File: config.mk
export PLATFORM = sky130hd
export DESIGN_NAME = id_ex_queue_flat
export DESIGN_NICKNAME = d
export VERILOG_FILES = /design/src/rtl/id_ex_queue_pkg.sv /design/src/rtl/id_ex_queue_if.sv /design/src/rtl/id_ex_queue_queue_ctrl.sv /design/src/rtl/id_ex_queue.sv /design/src/flat_wrapper.sv
export SDC_FILE = /design/constraint.sdc
export NUM_CORES = 1
export LEC_CHECK = 0
export CORE_MARGIN = 3
export CORE_UTILIZATION = 40
export CTS_CLUSTER_SIZE = 12
export DETAILED_ROUTE_END_ITERATION = 8
export GPL_TIMING_DRIVEN = 0
export PLACE_DENSITY_LB_ADDON = 0.25
export SYNTH_ARGS = -nofsm -noshare
export SYNTH_HDL_FRONTEND = slang
export SYNTH_SLANG_ARGS = --single-unit
File: constraint.sdc
create_clock -name clk -period 1.8 [get_ports clk]
set_input_delay 0.36 -clock clk [delete_from_list [all_inputs] [get_ports clk]]
set_output_delay 0.36 -clock clk [all_outputs]
set_load 0.03 [all_outputs]
File: src/rtl/id_ex_queue_pkg.sv
// Shared configuration for the decode-to-execute queue: default widths, the bubble
// opcode and the reg1/reg2/imm/rd layout of the packed payload.
package id_ex_queue_pkg;

    localparam int CFG_DEPTH  = 2;
    localparam int CFG_ADDR_W = 32;
    localparam int CFG_OP_W   = 6;
    localparam int REG_W      = 32;
    localparam int RD_W       = 5;
    localparam int CFG_DATA_W = 3 * REG_W + RD_W;

    localparam logic [CFG_OP_W-1:0] NOP_OPCODE = '0;

    localparam logic            TRUE      = 1'b1;
    localparam logic            FALSE     = 1'b0;
    localparam logic [REG_W-1:0] ZERO_WORD = '0;

    localparam int RD_LSB   = 0;
    localparam int IMM_LSB  = RD_LSB + RD_W;
    localparam int REG2_LSB = IMM_LSB + REG_W;
    localparam int REG1_LSB = REG2_LSB + REG_W;

    typedef struct packed {
        logic [REG_W-1:0] reg1;
        logic [REG_W-1:0] reg2;
        logic [REG_W-1:0] imm;
        logic [RD_W-1:0]  rd;
    } payload_t;

    function automatic logic [CFG_DATA_W-1:0] pack_payload(
        input logic [REG_W-1:0] reg1,
        input logic [REG_W-1:0] reg2,
        input logic [REG_W-1:0] imm,
        input logic [RD_W-1:0]  rd
    );
        payload_t p;
        p.reg1 = reg1;
        p.reg2 = reg2;
        p.imm  = imm;
        p.rd   = rd;
        return p;
    endfunction

    function automatic payload_t unpack_payload(input logic [CFG_DATA_W-1:0] data);
        return payload_t'(data);
    endfunction

endpackage

File: src/rtl/id_ex_queue_if.sv
// Decode/execute handshake bundle; master is the pipeline around the queue,
// slave is the queue itself.
interface id_ex_queue_if
    import id_ex_queue_pkg::*;
#(
    parameter int DEPTH  = CFG_DEPTH,
    parameter int ADDR_W = CFG_ADDR_W,
    parameter int DATA_W = CFG_DATA_W,
    parameter int OP_W   = CFG_OP_W,
    parameter int CNT_W  = $clog2(DEPTH + 1)
);
    logic              rdy;
    logic              flush;
    logic              in_valid;
    logic              in_ready;
    logic              in_bubble;
    logic [ADDR_W-1:0] in_pc;
    logic [DATA_W-1:0] in_data;
    logic [OP_W-1:0]   in_op;
    logic              out_valid;
    logic              out_ready;
    logic [ADDR_W-1:0] out_pc;
    logic [DATA_W-1:0] out_data;
    logic [OP_W-1:0]   out_op;
    logic [CNT_W-1:0]  count;

    modport master (
        output rdy, flush, in_valid, in_bubble, in_pc, in_data, in_op, out_ready,
        input  in_ready, out_valid, out_pc, out_data, out_op, count
    );

    modport slave (
        input  rdy, flush, in_valid, in_bubble, in_pc, in_data, in_op, out_ready,
        output in_ready, out_valid, out_pc, out_data, out_op, count
    );

endinterface

File: src/rtl/id_ex_queue_queue_ctrl.sv
// Pointer/occupancy bookkeeping for the queue: push/pop/flush arbitration and the
// in_ready/out_valid flags, which depend on registered count only.
module id_ex_queue_queue_ctrl
    import id_ex_queue_pkg::*;
#(
    parameter int DEPTH = CFG_DEPTH,
    parameter int PTR_W = $clog2(DEPTH),
    parameter int CNT_W = $clog2(DEPTH + 1)
) (
    input  logic             clk,
    input  logic             rst,
    input  logic             rdy,
    input  logic             flush,
    input  logic             in_valid,
    input  logic             out_ready,
    output logic             in_ready,
    output logic             out_valid,
    output logic             push,
    output logic [PTR_W-1:0] wr_ptr,
    output logic [PTR_W-1:0] rd_ptr,
    output logic [CNT_W-1:0] count
);

    localparam logic [CNT_W-1:0] FULL = CNT_W'(DEPTH);

    logic pop;

    assign in_ready  = (count != FULL) ? TRUE : FALSE;
    assign out_valid = (count != '0) ? TRUE : FALSE;
    assign push      = rdy & in_valid & in_ready & ~flush;
    assign pop       = rdy & out_valid & out_ready & ~flush;

    // NOTE: state registers use non-blocking assignment so every flop samples pre-edge values.
    always_ff @(posedge clk or negedge rst) begin
        if (!rst) begin
            wr_ptr <= '0;
            rd_ptr <= '0;
            count  <= '0;
        end else if (rdy) begin
            if (flush) begin
                wr_ptr <= '0;
                rd_ptr <= '0;
                count  <= '0;
            end else begin
                if (push) wr_ptr <= wr_ptr + PTR_W'(1);
                if (pop)  rd_ptr <= rd_ptr + PTR_W'(1);
                case ({push, pop})
                    2'b10:   count <= count + CNT_W'(1);
                    2'b01:   count <= count - CNT_W'(1);
                    default: count <= count;
                endcase
            end
        end
    end

endmodule

File: src/rtl/id_ex_queue.sv
// Elastic DEPTH-entry queue between decode and execute with flush, bubble injection
// and a global freeze; storage and the head output mux live here.
module id_ex_queue
    import id_ex_queue_pkg::*;
#(
    parameter int              DEPTH  = CFG_DEPTH,
    parameter int              ADDR_W = CFG_ADDR_W,
    parameter int              DATA_W = CFG_DATA_W,
    parameter int              OP_W   = CFG_OP_W,
    parameter logic [OP_W-1:0] NOP_OP = NOP_OPCODE
) (
    input  logic          clk,
    input  logic          rst,
    id_ex_queue_if.slave  bus
);

    localparam int PTR_W = $clog2(DEPTH);
    localparam int CNT_W = $clog2(DEPTH + 1);

    logic              push;
    logic [PTR_W-1:0]  wr_ptr;
    logic [PTR_W-1:0]  rd_ptr;

    logic [ADDR_W-1:0] pc_mem   [DEPTH];
    logic [DATA_W-1:0] data_mem [DEPTH];
    logic [OP_W-1:0]   op_mem   [DEPTH];

    id_ex_queue_queue_ctrl #(
        .DEPTH (DEPTH),
        .PTR_W (PTR_W),
        .CNT_W (CNT_W)
    ) u_ctrl (
        .clk       (clk),
        .rst       (rst),
        .rdy       (bus.rdy),
        .flush     (bus.flush),
        .in_valid  (bus.in_valid),
        .out_ready (bus.out_ready),
        .in_ready  (bus.in_ready),
        .out_valid (bus.out_valid),
        .push      (push),
        .wr_ptr    (wr_ptr),
        .rd_ptr    (rd_ptr),
        .count     (bus.count)
    );

    // NOTE: storage is reset explicitly so a freshly reset queue holds known NOP entries.
    always_ff @(posedge clk or negedge rst) begin
        if (!rst) begin
            for (int i = 0; i < DEPTH; i++) begin
                pc_mem[i]   <= '0;
                data_mem[i] <= '0;
                op_mem[i]   <= NOP_OP;
            end
        end else if (push) begin
            pc_mem[wr_ptr]   <= bus.in_pc;
            data_mem[wr_ptr] <= bus.in_data;
            op_mem[wr_ptr]   <= bus.in_bubble ? NOP_OP : bus.in_op;
        end
    end

    // NOTE: defaults first so every path assigns every output and no latch is inferred.
    always_comb begin
        bus.out_pc   = '0;
        bus.out_data = '0;
        bus.out_op   = NOP_OP;
        if (bus.out_valid) begin
            bus.out_pc   = pc_mem[rd_ptr];
            bus.out_data = data_mem[rd_ptr];
            bus.out_op   = op_mem[rd_ptr];
        end
    end

endmodule

File: src/flat_wrapper.sv
// flat-port wrapper written by rule: the top's interface ports become plain ports
module id_ex_queue_flat import id_ex_queue_pkg::*;
#(
    parameter int              DEPTH  = CFG_DEPTH,
    parameter int              ADDR_W = CFG_ADDR_W,
    parameter int              DATA_W = CFG_DATA_W,
    parameter int              OP_W   = CFG_OP_W,
    parameter logic [OP_W-1:0] NOP_OP = NOP_OPCODE
)
  (clk, rst, bus_rdy, bus_flush, bus_in_valid, bus_in_bubble, bus_in_pc, bus_in_data, bus_in_op, bus_out_ready, bus_in_ready, bus_out_valid, bus_out_pc, bus_out_data, bus_out_op, bus_count);
  id_ex_queue_if #(.DEPTH(DEPTH), .ADDR_W(ADDR_W), .DATA_W(DATA_W), .OP_W(OP_W)) bus_i ();
  input  logic clk;
  input  logic rst;
  input wire logic [$bits(bus_i.rdy)-1:0] bus_rdy;
  input wire logic [$bits(bus_i.flush)-1:0] bus_flush;
  input wire logic [$bits(bus_i.in_valid)-1:0] bus_in_valid;
  input wire logic [$bits(bus_i.in_bubble)-1:0] bus_in_bubble;
  input wire logic [$bits(bus_i.in_pc)-1:0] bus_in_pc;
  input wire logic [$bits(bus_i.in_data)-1:0] bus_in_data;
  input wire logic [$bits(bus_i.in_op)-1:0] bus_in_op;
  input wire logic [$bits(bus_i.out_ready)-1:0] bus_out_ready;
  output wire logic [$bits(bus_i.in_ready)-1:0] bus_in_ready;
  output wire logic [$bits(bus_i.out_valid)-1:0] bus_out_valid;
  output wire logic [$bits(bus_i.out_pc)-1:0] bus_out_pc;
  output wire logic [$bits(bus_i.out_data)-1:0] bus_out_data;
  output wire logic [$bits(bus_i.out_op)-1:0] bus_out_op;
  output wire logic [$bits(bus_i.count)-1:0] bus_count;
  assign bus_i.rdy = bus_rdy;
  assign bus_i.flush = bus_flush;
  assign bus_i.in_valid = bus_in_valid;
  assign bus_i.in_bubble = bus_in_bubble;
  assign bus_i.in_pc = bus_in_pc;
  assign bus_i.in_data = bus_in_data;
  assign bus_i.in_op = bus_in_op;
  assign bus_i.out_ready = bus_out_ready;
  assign bus_in_ready = bus_i.in_ready;
  assign bus_out_valid = bus_i.out_valid;
  assign bus_out_pc = bus_i.out_pc;
  assign bus_out_data = bus_i.out_data;
  assign bus_out_op = bus_i.out_op;
  assign bus_count = bus_i.count;
  id_ex_queue #(.DEPTH(DEPTH), .ADDR_W(ADDR_W), .DATA_W(DATA_W), .OP_W(OP_W), .NOP_OP(NOP_OP)) u_core (.clk(clk), .rst(rst), .bus(bus_i));
endmodule
---- Word level (Yosys, flattened, before mapping) ----
Cells that the tools add are included.
cells by class
  order comparisons ....................... 3
  multiplexer cells ....................... 30
  add/sub/neg operators ................... 4
  equality and inequality tests ........... 3
  bitwise operators ....................... 9
  reductions and logical operators ........ 8
operators with widths
  operator             number
  $mux 101             5
  $bwmux 202           1
  $mux 32              5
  $demux 101 s1        1
  $bwmux 64            1
  $mux 6               6
  $demux 32 s1         1
  $bwmux 12            1
  $and 1x1->1          6
  $demux 6 s1          1
  $mux 1               6
  $reduce_and 2->1     3
  $reduce_bool 2->1    3
  $ge 2x2->1 const B   2
  $not 1->2            2
  $pmux 2 s2           1
  $reduce_bool 3->1    1
  $add 1x1->1 const B  2
  $add 2x1->2 const B  1
  $eq 2x1->1 const B   1
  $eq 2x2->1 const B   1
  $lt 2x1->1 const B   1
  $mux 2               1
  $ne 2x2->1 const B   1
  3 further kinds      3
word-level totals
  bits in registers ....................... 282
  logic and storage cells ................. 66
  input port bits ......................... 146

---- Depth between registers and ports, before layout ----
Gate-level depths: netlist of run 1.
  word-level depth ........................ 8
  mapped depth ............................ 7
  depth with buffers taken out ............ 5

---- Cells and area by module ----
A second synthesis of run 1 with hierarchy kept.
unflattened totals
  cell total of the unflattened synthesis .. 934
  area, all modules ....................... 13042.5 µm²
modules (own cells, without submodules)
  module                  area an instance (µm²)  times used  cells an instance
  id_ex_queue             12787.3                 1           903
  id_ex_queue_queue_ctrl  255.2                   1           31

---- Worst setup path before layout of run 1 ----
OpenSTA, ideal clock, no wires.
  path kind ............................... reg-to-output
  start ................................... register u_core.u_ctrl.count[1]
  end ..................................... output bus_out_data[95]
  data required time ...................... 1440 ps
  arrival ................................. 1633 ps
  stages on the path, launching flop included .. 5
  slack ................................... -193 ps
  path through ............................ dfrtp_1 > nor2_1 > clkbuf_1 > buf_1 > nor2_1
on the way
  longest elaborated chain between the ends .. 3
ends and longest elaborated chain
  element                   line                          text
  start: declaration        id_ex_queue_queue_ctrl.sv:21  output logic [CNT_W-1:0] count
  start signal: assignment  id_ex_queue_queue_ctrl.sv:48  2'b10: count <= count + CNT_W'(1);
  start signal: assignment  id_ex_queue_queue_ctrl.sv:49  2'b01: count <= count - CNT_W'(1);
  start signal: assignment  id_ex_queue_queue_ctrl.sv:50  default: count <= count;
  $reduce_bool 2->1         id_ex_queue_queue_ctrl.sv:29  assign out_valid = (count != '0) ? TRUE : FALSE;
  $mux 1                    id_ex_queue_queue_ctrl.sv:29
  $mux 101                  id_ex_queue.sv:67             if (bus.out_valid) begin
  end: declaration          flat_wrapper.sv:25            output wire logic [$bits(bus_i.out_data)-1:0] bus_out_data;
No other way between the ends.

---- Final worst setup path of run 1 ----
  start ................................... register u_core.u_ctrl.count[0]
  end ..................................... output bus_out_data[5]
The elaborated chain is that of the path after synthesis.

==> results of run 1 <==
[sequential cells by signal (all words and copies together) (netlist names)]
signal                flops
u_core.u_ctrl.wr_ptr      1
u_core.u_ctrl.count       2
u_core.data_mem         202
u_core.op_mem            12
u_core.pc_mem            64
u_core.u_ctrl.rd_ptr      1
[routing by layer]
| metal | vias to the layer above | global-route usage | wire length, µm |
|---|---|---|---|
| li1 | 4203 | - | - |
| met4 | 6 | 0.0405 | 709 |
| met1 | 4665 | 0.279 | 16800 |
| met5 | - | 0 | 37 |
| met2 | 260 | 0.332 | 18400 |
| met3 | 53 | 0.0580 | 2820 |
[area by class of cell]
class                           count  area, µm²  area share
Antenna cell                        2       5.00    0.000234
Multi-Input combinational cell    597       6940       0.324
Clock inverter                     10       85.1     0.00397
Inverter                            2       10.0    0.000467
Tap cell                          402        503      0.0235
Clock buffer                       46        882      0.0412
Buffer                             54       1060      0.0493
Timing Repair Buffer              416       4880       0.228
Sequential cell                   282       7060       0.330
[Yosys cell counts (all sizes together)]
cell     number
mux2        266
a21oi         3
o2bb2ai       3
o21ai        14
a31oi         2
nand3         1
nand2b        9
nor2        140
nand4         1
nor2b         1
dfrtp       282
mux2i       140
nand2        13
and4b         1
clkbuf       19
nand4b        2
buf          44
inv           2
nor3          1
[stage by stage]
stage | setup WS [ns] | TNS [ns] | total power, mW | utilization
finish | -0.515 | -70.32 | 29.0 | 0.675
global route | -0.566 | -93.88 | 30.4 | 0.675
CTS | -0.601 | -97.04 | 26.8 | 0.626
detailed placement | -1.39 | -300.06 | 19.0 | 0.524
global placement | -13.22 | -3723.63 | 18.8 | 0.522
floorplan | -0.0558 | -0.112 | 15.9 | -
[where the power goes]
| part | switching [mW] | internal [mW] | leakage (nW) |
|---|---|---|---|
| sequential | 1.80 | 8.77 | 3.42 |
| clock | 2.56 | 3.52 | 0.482 |
| combinational | 5.12 | 7.20 | 6.12 |
| total | 9.48 | 19.5 | 10.0 |
[critical path, cell delays in order (launching register included)]
cell	delay, ns
dfrtp_2	0.43
nor2_4	0.15
buf_12	0.16
clkbuf_16	0.19
clkbuf_16	0.16
buf_12	0.10
nor2_2	0.04
buf_6	0.14
[timing repair]
action,in CTS,in global routing
gates resized for setup,978,563
hold buffers,1,0
buffers inserted,53,39
endpoints found under the setup margin,414,420
hold endpoints to repair,51,0
gates cloned,29,18
pin swaps,11,12
[cells by family (layout without fill, tap and decap cells)]
group                  count (synthesis)  count (layout)  share of synthesized area
buffers and inverters                 65             528                     0.0279
AO/OA/AOI/OAI                         22              22                    0.00959
multiplexers                         406             406                      0.363
other                                  0               2                          0
flip-flops                           282             282                      0.547
AND/OR/NAND/NOR                      169             169                     0.0533
[worst paths after layout]
| path | cells after the start | endpoint |
|---|---|---|
| worst max-delay path | 7 | bus_out_data[5] |
| worst min-delay path | 2 | u_core.pc_mem[7] |
| worst max register to register | 9 | u_core.data_mem[78] |
| worst min register to register | 2 | u_core.op_mem[0] |
| max in group asynchronous | 3 | u_core.data_mem[162] |
| min in group clk | 3 | u_core.op_mem[4] |
==> summary by stage, run 1 <==
Run status
The run finished, with violations left. The final reports fail on negative setup slack.

Global route
The via count of the first global-routing pass was 9632. The global-route usage over all layers is 0.205. Summed over all layers, the global routing overflow is 0.

The first global-routing pass estimated 55600 µm of wire. The maximum number of pins on one net before global-route repair is 119. The initial antenna violation count is 5.

STA
The final period utilization is 1.29. On the final layout, the worst hold slack is 0.305 ns. On the final layout, the worst clock skew is 0.0128 ns.

Measured against its own limit, the worst slew margin works out to 0.557. Setup violations remaining at the end of the flow were counted as 361. The final hold violation count is 0. The post-route worst setup slack is -0.515 ns. The clock period minus final worst setup slack is 2.31 ns.

Static timing analysis puts the maximum clock frequency at 0.432 GHz. Setup repair after global routing could not meet its margin everywhere. At the pin with the least slew margin, the transition time is 0.665 ns. The final number of max-transition violations is 0.

Worst setup path
The category of the worst setup path launch point is a flop. For flop-to-flop paths, the worst setup slack is -0.14 ns. The maximum fanout encountered on the critical timing path is 5. The critical path is of the reg2out type. Data on the critical path arrives at its endpoint at 1.95 ns. The reg-to-reg critical path startpoint is u_core.u_ctrl.count[0]. STA classifies the critical path endpoint as an output port. The critical path starts at u_core.u_ctrl.count[0]. At the worst endpoint, the required time is 1.44 ns.

Yosys
The summed instance area of the synthesized netlist is 0.0129 mm². Summed over all instances, the cell type with the most area after synthesis is dfrtp_1. The proportion of netlist area held by the largest area contributor is 0.547. The synthesized netlist net count is 1090.

The mean instance size in the synthesized netlist is 13.7 µm². The count of unique library cells instantiated by Yosys is 23. The number of synthesized register bits is 282. During synthesis, Yosys emitted a total of 0 warnings. Synthesis handed over a netlist of 944 instances. Ranked by total cell area, the synthesized netlist is headed by dfrtp_1 55%, mux2_2 17%, mux2i_1 11%, mux2_4 8.8%, nor2_1 4.1%. For this run, the register share of the synthesized area comes to 0.547.

Placement
During placement, the flow inserted port buffers numbering 288. Detailed placement ended at an HPWL of 22200 µm. The placed cell count is 1636. The congestion estimate from routability-driven global placement came to 0.776. The placed cell area is 0.0166 mm².

Route
For this run, the detailed router's first-pass iteration total came to 4. The number of DRC violations after detailed-routing iteration 0 is 507. The number of vias after detailed routing is 9187.

Using the TritonRoute via totals, the vias-per-cell ratio works out to 5.07. In the routed design, unresolved DRC markers number 0. The final wirelength is 38800 µm. The average wire per standard cell is 21.4 µm. The residual antenna-violating net count after detailed routing is 0.

Cells and area
The number of fill cells is 2196. The share of layout cells above drive strength 1 is 0.587. The library cell used most frequently in the layout, excluding fill and tap cells, is dfrtp_1.

The final layout contains 1530 nets. Once layout is done, the placed cells without fillers occupy 0.0214 mm². The layout overhead on the synthesized area is 65.9%. After the flow finishes, the layout carries non-filler instances totaling 1811. Leaving out fill and tap cells, the most frequent cells in the layout are 279 x dfrtp_1, 217 x mux2_4, 144 x clkdlybuf4s50_1.

Floorplanning
The number of placement rows is 65. The starting utilization of the core area is 0.407. The total core area is 0.0317 mm².

Measured along the x axis, the die boundary spans 186 µm. The floorplan step defined a die boundary enclosing 0.0345 mm². The number of ports placed on the die boundary is 289. The die is 186 µm tall.

Job
The tool flagged a number of max-cap violations equal to 0.

CTS
In this run the deepest clock path goes through 3 buffers. The clock buffer count from CTS is 31. The clock tree from TritonCTS is yes.

At the later pin of the worst-skew pair, clock insertion delay measures 0.56 ns. The tree built by TritonCTS fans out to 282 sinks. Clock tree synthesis selected as its root buffer the cell clkbuf_16.

In this run the number of H-tree levels came out at 1. The clock-pin slew of the registers on the worst-case setup and hold paths is 0.06 ns.

Power and ir drop
The leakage power of the design is 10.0 nW. Across the VDD grid, the largest voltage drop is 1070 µV. The total power divided by cell area is 1350 mW/mm².

Worst hold path
The worst hold path belongs to the class in2async.
Power figures use the tool's default switching activity.
==> run 2: changes to the inputs <==
--- a/config.mk
+++ b/config.mk
@@ -10,7 +10,9 @@
 export CTS_CLUSTER_SIZE = 12
 export DETAILED_ROUTE_END_ITERATION = 8
 export GPL_TIMING_DRIVEN = 0
+export HOLD_SLACK_MARGIN = 0.1
 export PLACE_DENSITY_LB_ADDON = 0.25
 export SYNTH_ARGS = -nofsm -noshare
 export SYNTH_HDL_FRONTEND = slang
 export SYNTH_SLANG_ARGS = --single-unit
+export TNS_END_PERCENT = 20
==> run 2 against run 1 <==
Total power is 7.4% lower. Final cell count shrank 3.2%. The run still ends with negative setup slack left. Routed wire length fell by 13%.
==> summary by stage, run 2 (synthesis results as in run 1) <==
STA
The final period utilization is 1.30 (was 1.29). The post-route worst setup slack is -0.544 ns (was -0.515 ns). The relative max-transition margin came to 0.578 (was 0.557). The clock tree skew after final layout is 0.0124 ns (was 0.0128 ns). The slew at the pin closest to its max-slew limit is 0.634 ns (was 0.665 ns). The final hold violation count is 0 (unchanged). The clock period minus final worst setup slack is 2.34 ns (was 2.31 ns). Setup repair after global routing missed its margin: true (unchanged).

The final number of max-transition violations is 0 (unchanged). The timing-limited maximum frequency is 0.427 GHz (was 0.432 GHz). The number of failing setup endpoints in the final timing report came to 183 (was 361).

CTS
The deepest level of the CTS H-tree came to 1 (unchanged). The buffer depth of the longest clock path was 3 (unchanged). The clock-pin slew of the registers on the worst-case setup and hold paths is 0.06 ns (about the same). The clock tree from TritonCTS is yes (unchanged). The clock buffer count from CTS is 31 (unchanged). The clock latency on the worst-skew pair was 0.56 ns (about the same). The root buffer cell is clkbuf_16 (unchanged).

The clock sink count is 282 (unchanged).

Power and ir drop
The clock network power share was 0.233 (was 0.210). The switching share of total power is 0.320 (was 0.327). The final total power was 26.8 mW (was 29.0 mW). The peak supply drop is 750 µV (was 1070 µV).

The switching power is 8.59 mW (was 9.48 mW). The internal power component was 18.2 mW (was 19.5 mW). The leakage power of the design came to 8.55 nW (was 10.0 nW).

The share of power burned in registers is 0.382 (was 0.365). The combinational share of power is 0.385 (was 0.425). The total power divided by cell area is 1400 mW/mm² (was 1350 mW/mm²).

Cells and area
The number of fill cells is 2550 (was 2196). The share of layout cells above drive strength 1 came to 0.507 (was 0.587). The final layout net count came to 1472 (was 1530).

The register ranked first by flip-flop count is u_core.data_mem (unchanged). The flip-flop count of the largest register, all copies and words added is 202 (unchanged). Biggest regs: u_core.data_mem x202, u_core.pc_mem x64, u_core.op_mem x12 (unchanged).

The layout overhead on the synthesized area is 47.9% (was 65.9%). The area used by sequential logic in the layout is 0.00706 mm² (unchanged). The commonest non-fill, non-tap cell in the layout is dfrtp_1 (unchanged). Most frequent cells in the layout: 279 x dfrtp_1, 190 x mux2_2, 144 x clkdlybuf4s50_1 (was 279 x dfrtp_1, 217 x mux2_4, 144 x clkdlybuf4s50_1). The area of the multi-input gates is 0.00597 mm² (was 0.00694 mm²).

Global route
The initial antenna violation count came to 3 (was 5). The wire length of the first global-routing pass is 51600 µm (was 55600 µm). The final global-route overflow total is 0 (unchanged).

The maximum number of pins on one net before global-route repair is 121 (was 119). The via count of the first global-routing pass is 9194 (was 9632). The global-route usage over all layers is 0.190 (was 0.205).

Floorplanning
The starting utilization of the core area is 0.407 (unchanged). The vertical extent of the die is 186 µm (unchanged). The die outline width is 186 µm (unchanged). The number of placement rows came to 65 (unchanged). The number of ports placed on the die boundary is 289 (unchanged). The total core area came to 0.0317 mm² (unchanged). The die footprint came to 0.0345 mm² (unchanged).

Route
The number of search-and-repair iterations in the first detailed-routing pass is 4 (unchanged). The final routed DRC violation total is 0 (unchanged). The average wire per standard cell is 19.2 µm (was 21.4 µm). The number of vias after detailed routing was 8674 (was 9187). The residual antenna-violating net count after detailed routing is 0 (unchanged). The number of DRC violations after detailed-routing iteration 0 came to 297 (was 507). The via count normalized by instance count is 4.95 (was 5.07).

The final wirelength was 33600 µm (was 38800 µm).

Worst setup path
The category of the worst setup path launch point is a flop (unchanged). The category of the worst setup path capture point is an output port (unchanged). The data arrival time of the critical path is 1.98 ns (was 1.95 ns). The worst path required time was 1.44 ns (about the same). The class of the most critical setup path was reg2out (unchanged). The maximum fanout encountered on the critical timing path came to 8 (was 5).

Placement
The total of buffers placed on input and output ports came to 288 (unchanged). The setup slack after placement was -1.46 ns (was -1.39 ns). The total half-perimeter wirelength after legalization and detailed placement is 21800 µm (was 22200 µm). The final weighted congestion in routability-driven placement came to 0.768 (was 0.776).

Run status
Failing checks: negative setup slack (unchanged). Status: complete, but fails checks (unchanged).

Job
The max-cap violation count is 0 (unchanged).

Worst hold path
The worst hold path class is in2async (unchanged).
run 2: cell types whose count changed in the layout (fill, tap and decap cells not counted), sizes merged:
cell | previous run | this run
clkbuf | 79 | 65
buf | 292 | 236
inv | 4 | 3
clkdlybuf4s15 | 0 | 12
clkinv | 7 | 8
dlymetal6s2s | 0 | 1
diode | 2 | 1
run 2: power groups by stage:
stage	logic (mW)	registers, mW	clock network [mW]
global route	11.0	10.5	6.69
floorplan	5.95	9.70	0
CTS	9.79	10.1	6.44
global placement	8.60	9.96	0
detailed placement	8.75	10.0	0
finish	10.3	10.2	6.26
run 2: stage by stage:
step	util	instance area, µm²	hold slack [ns]	instances	setup TNS [ns]
after global routing	0.602	19100	0.323	1753	-83.56
after CTS	0.586	18600	0.296	1739	-133.59
after global placement	0.516	16400	0.462	1634	-3664.22
after detailed placement	0.518	16400	0.306	1636	-313.80
final	0.602	19100	0.310	1753	-59.10
after floorplan	-	13000	0.0644	944	-6.43
run 2: worst paths after layout:
path | startpoint | to | slack, ns | cells past startpoint
worst max-delay path | u_core.u_ctrl.rd_ptr | bus_out_data[94] | -0.54 | 6
worst min-delay path | rst | u_core.pc_mem[12] | 0.31 | 2
worst max register to register | u_core.u_ctrl.count[0] | u_core.op_mem[3] | -0.06 | 7
worst min register to register | u_core.op_mem[8] | u_core.op_mem[8] | 0.49 | 2
max in group asynchronous | rst | u_core.data_mem[34] | 0.54 | 3
min in group clk | bus_in_op[3] | u_core.op_mem[9] | 0.39 | 3
run 2: critical path, stage by stage, from the launching register on:
cell and delay (ns):
dfrtp_2 0.46, clkbuf_16 0.23, buf_4 0.14, buf_12 0.12
mux2i_2 0.24, nor2_1 0.06, buf_4 0.17
run 2: layout make-up:
cell class              instances  area share
diodes                          1    0.000131
repair buffers                351       0.189
clock inverters                10     0.00413
well taps                     402      0.0263
plain buffers                  61      0.0482
clock buffers                  47      0.0490
inverters                       2    0.000524
flip-flops and latches        282       0.370
multi-input cells             597       0.313
run 2: per-layer routing:
metal	GRT usage	routed length [µm]	vias to the layer above
met4	0.0363	408	4
met5	0.00714	21	-
met3	0.0481	2130	33
met2	0.321	16700	190
met1	0.249	14300	4379
li1	-	-	4068
run 2: what timing repair did:
item                                   in CTS  in global routing
endpoints found under the hold margin      48                  0
pin swaps                                   2                  9
gates cloned                               14                  2
buffers inserted                           32                 17
hold buffers                                1                  0
setup endpoints to repair                 407                421
gates resized for setup                   821                358
==> run 3: changes to the inputs <==
--- a/config.mk
+++ b/config.mk
@@ -5,6 +5,8 @@
 export SDC_FILE = /design/constraint.sdc
 export NUM_CORES = 1
 export LEC_CHECK = 0
+export CELL_PAD_IN_SITES_DETAIL_PLACEMENT = 0
+export CELL_PAD_IN_SITES_GLOBAL_PLACEMENT = 1
 export CORE_MARGIN = 3
 export CORE_UTILIZATION = 40
 export CTS_CLUSTER_SIZE = 12
==> run 3 against run 2 <==
The run still ends with negative setup slack left. Fmax increased by 3.9%. Sequential share of layout area increased by 1.5 points. Clock skew decreased by 0.0052 ns. Via count decreased by 0.92%. Clock-buffer cell count increased by 1. Final cell count decreased by 1.5%. Register-to-register slack got worse by 0.09 ns. Utilization decreased by 2.3 points. Routed wire length increased by 1.3%.
==> summary by stage, run 3 (synthesis results as in run 1) <==
Global route
The via count of the first global-routing pass is 9080 (was 9194). The met3 track utilization from global routing is 0.0448 (was 0.0481). The global-route usage over all layers is 0.185 (was 0.190). The final global-route overflow total is 0 (unchanged). The maximum number of pins on one net before global-route repair is 105 (was 121). The most congested layer reported by global routing is met2 (unchanged). The met2 usage came to 0.304 (was 0.321). The initial antenna violation count is 5 (was 3). The wire length of the first global-routing pass came to 50700 µm (was 51600 µm).

The global-route met1 utilization came to 0.249 (about the same).

CTS
The buffer depth of the longest clock path was 3 (unchanged). The clock buffer count from CTS was 31 (unchanged). The clock latency on the worst-skew pair is 0.56 ns (about the same). The deepest level of the CTS H-tree is 1 (unchanged). The clock sink count is 282 (unchanged).

The root buffer cell is clkbuf_16 (unchanged). The clock tree from TritonCTS is yes (unchanged). The clock-pin slew of the registers on the worst-case setup and hold paths is 0.06 ns (about the same).

Worst setup path
The category of the worst setup path launch point was a flop (unchanged). The maximum fanout encountered on the critical timing path was 6 (was 8). The class of the most critical setup path is reg2out (unchanged).

The data arrival time of the critical path came to 1.90 ns (was 1.98 ns). The category of the worst setup path capture point is an output port (unchanged). The worst path required time is 1.44 ns (about the same).

Floorplanning
The die outline width is 186 µm (unchanged). The total core area came to 0.0317 mm² (unchanged). The number of placement rows came to 65 (unchanged).

The number of ports placed on the die boundary was 289 (unchanged). The starting utilization of the core area came to 0.407 (unchanged). The die footprint was 0.0345 mm² (unchanged). The vertical extent of the die is 186 µm (unchanged).

Route
The via count normalized by instance count is 4.98 (was 4.95). The number of search-and-repair iterations in the first detailed-routing pass is 4 (unchanged). The final wirelength is 34000 µm (was 33600 µm). The final routed DRC violation total came to 0 (unchanged). The residual antenna-violating net count after detailed routing came to 0 (unchanged). The average wire per standard cell was 19.7 µm (was 19.2 µm). The number of vias after detailed routing is 8594 (was 8674). The number of DRC violations after detailed-routing iteration 0 is 234 (was 297).

Cells and area
Biggest regs: u_core.data_mem x202, u_core.pc_mem x64, u_core.op_mem x12 (unchanged). The final layout net count is 1443 (was 1472). The commonest non-fill, non-tap cell in the layout is dfrtp_1 (unchanged). The flip-flop count of the largest register, all copies and words added is 202 (unchanged). The register ranked first by flip-flop count is u_core.data_mem (unchanged). The share of layout cells above drive strength 1 came to 0.484 (was 0.507). The filler-free cell count of the finished design is 1726 (was 1753). The post-route standard cell area excluding fillers came to 0.0184 mm² (was 0.0191 mm²). Most frequent cells in the layout: 279 x dfrtp_1, 190 x mux2_2, 144 x clkdlybuf4s50_1 (unchanged).

The layout overhead on the synthesized area was 42.2% (was 47.9%).

Power and ir drop
The switching share of total power is 0.323 (was 0.320). The final total power is 26.0 mW (was 26.8 mW). The combinational share of power is 0.371 (was 0.385). The total power divided by cell area is 1420 mW/mm² (was 1400 mW/mm²). The leakage power of the design is 8.34 nW (was 8.55 nW). The clock network power share is 0.238 (was 0.233). The peak supply drop was 941 µV (was 750 µV).

The share of power burned in registers is 0.391 (was 0.382). The switching power is 8.40 mW (was 8.59 mW). The internal power component is 17.6 mW (was 18.2 mW).

Worst hold path
The worst hold path class is in2async (unchanged).

STA
The final sum of negative setup slack came to -78.47 ns (was -59.10 ns). The clock period minus final worst setup slack is 2.26 ns (was 2.34 ns). The final hold slack is 0.365 ns (was 0.310 ns). The clock tree skew after final layout is 0.00721 ns (was 0.0124 ns). The number of failing setup endpoints in the final timing report is 404 (was 183). The timing-limited maximum frequency is 0.443 GHz (was 0.427 GHz). Setup repair after global routing missed its margin: true (unchanged).

The post-route worst setup slack is -0.456 ns (was -0.544 ns). The final number of max-transition violations came to 0 (unchanged). The slew at the pin closest to its max-slew limit came to 0.692 ns (was 0.634 ns). The final hold violation count is 0 (unchanged).

The final period utilization is 1.25 (was 1.30). The relative max-transition margin is 0.539 (was 0.578).

Run status
Status: complete, but fails checks (unchanged). Failing checks: negative setup slack (unchanged).

Placement
The placed cell area came to 0.0164 mm² (unchanged). The final weighted congestion in routability-driven placement is 0.772 (was 0.768). The total of buffers placed on input and output ports is 288 (unchanged). The placed cell count was 1636 (unchanged). The total half-perimeter wirelength after legalization and detailed placement was 22100 µm (was 21800 µm).

Job
The max-cap violation count is 0 (unchanged).
[run 3: what timing repair did]
action	in CTS	in global routing
hold endpoints to repair	84	0
pin swaps	1	3
gates resized for setup	582	475
setup buffers	7	3
hold buffers	1	0
endpoints found under the setup margin	406	421
cloned	7	13
[run 3: cell type report]
| cell class | instances | area (µm²) |
|---|---|---|
| Fill cell | 2641 | 13400 |
| Sequential cell | 282 | 7060 |
| Multi-Input combinational cell | 597 | 5860 |
| Timing Repair Buffer | 321 | 2990 |
| Buffer | 62 | 942 |
| Clock buffer | 48 | 910 |
| Tap cell | 402 | 503 |
| Clock inverter | 10 | 81.3 |
| Inverter | 2 | 7.51 |
| Antenna cell | 2 | 5.00 |
[run 3: final timing paths]
| kind | slack (ns) | start | cells past startpoint | to |
|---|---|---|---|---|
| max in group asynchronous | 0.46 | rst | 3 | u_core.u_ctrl.count[0] |
| min in group clk | 0.39 | bus_in_op[5] | 3 | u_core.op_mem[11] |
| hold reg to reg | 0.48 | u_core.op_mem[6] | 2 | u_core.op_mem[6] |
| setup reg to reg | -0.15 | u_core.u_ctrl.count[0] | 8 | u_core.op_mem[1] |
| setup / recovery | -0.46 | u_core.u_ctrl.rd_ptr | 5 | bus_out_data[92] |
| hold / removal | 0.37 | rst | 2 | u_core.data_mem[140] |
[run 3: stage by stage]
| step | worst slack [ns] | util |
|---|---|---|
| 3_3_place_gp | -13.26 | 0.516 |
| 3_5_place_dp | -1.45 | 0.518 |
| 2_1_floorplan | -0.0901 | - |
| 6_report | -0.456 | 0.579 |
| 5_1_grt | -0.531 | 0.579 |
| 4_1_cts | -0.689 | 0.569 |
[run 3: power groups by stage]
stage	clock, mW	sequential [mW]	combinational, mW
global route	6.63	10.4	10.3
floorplan	0	9.70	5.95
finish	6.18	10.2	9.65
CTS	6.37	9.94	9.17
global placement	0	9.97	8.60
detailed placement	0	10.0	8.75
[run 3: worst max-delay path, cell delays in order (launching register included)]
cell and delay [ns]:
dfrtp_2 0.49, clkbuf_16 0.23, buf_12 0.14, mux2i_2 0.22, nor2_1 0.09, buf_4 0.17
[run 3: per-layer routing]
layer,routed length [µm],up-vias
li1,-,3996
met1,15000,4348
met2,16400,196
met3,1930,48
met4,650,6
met5,43,-
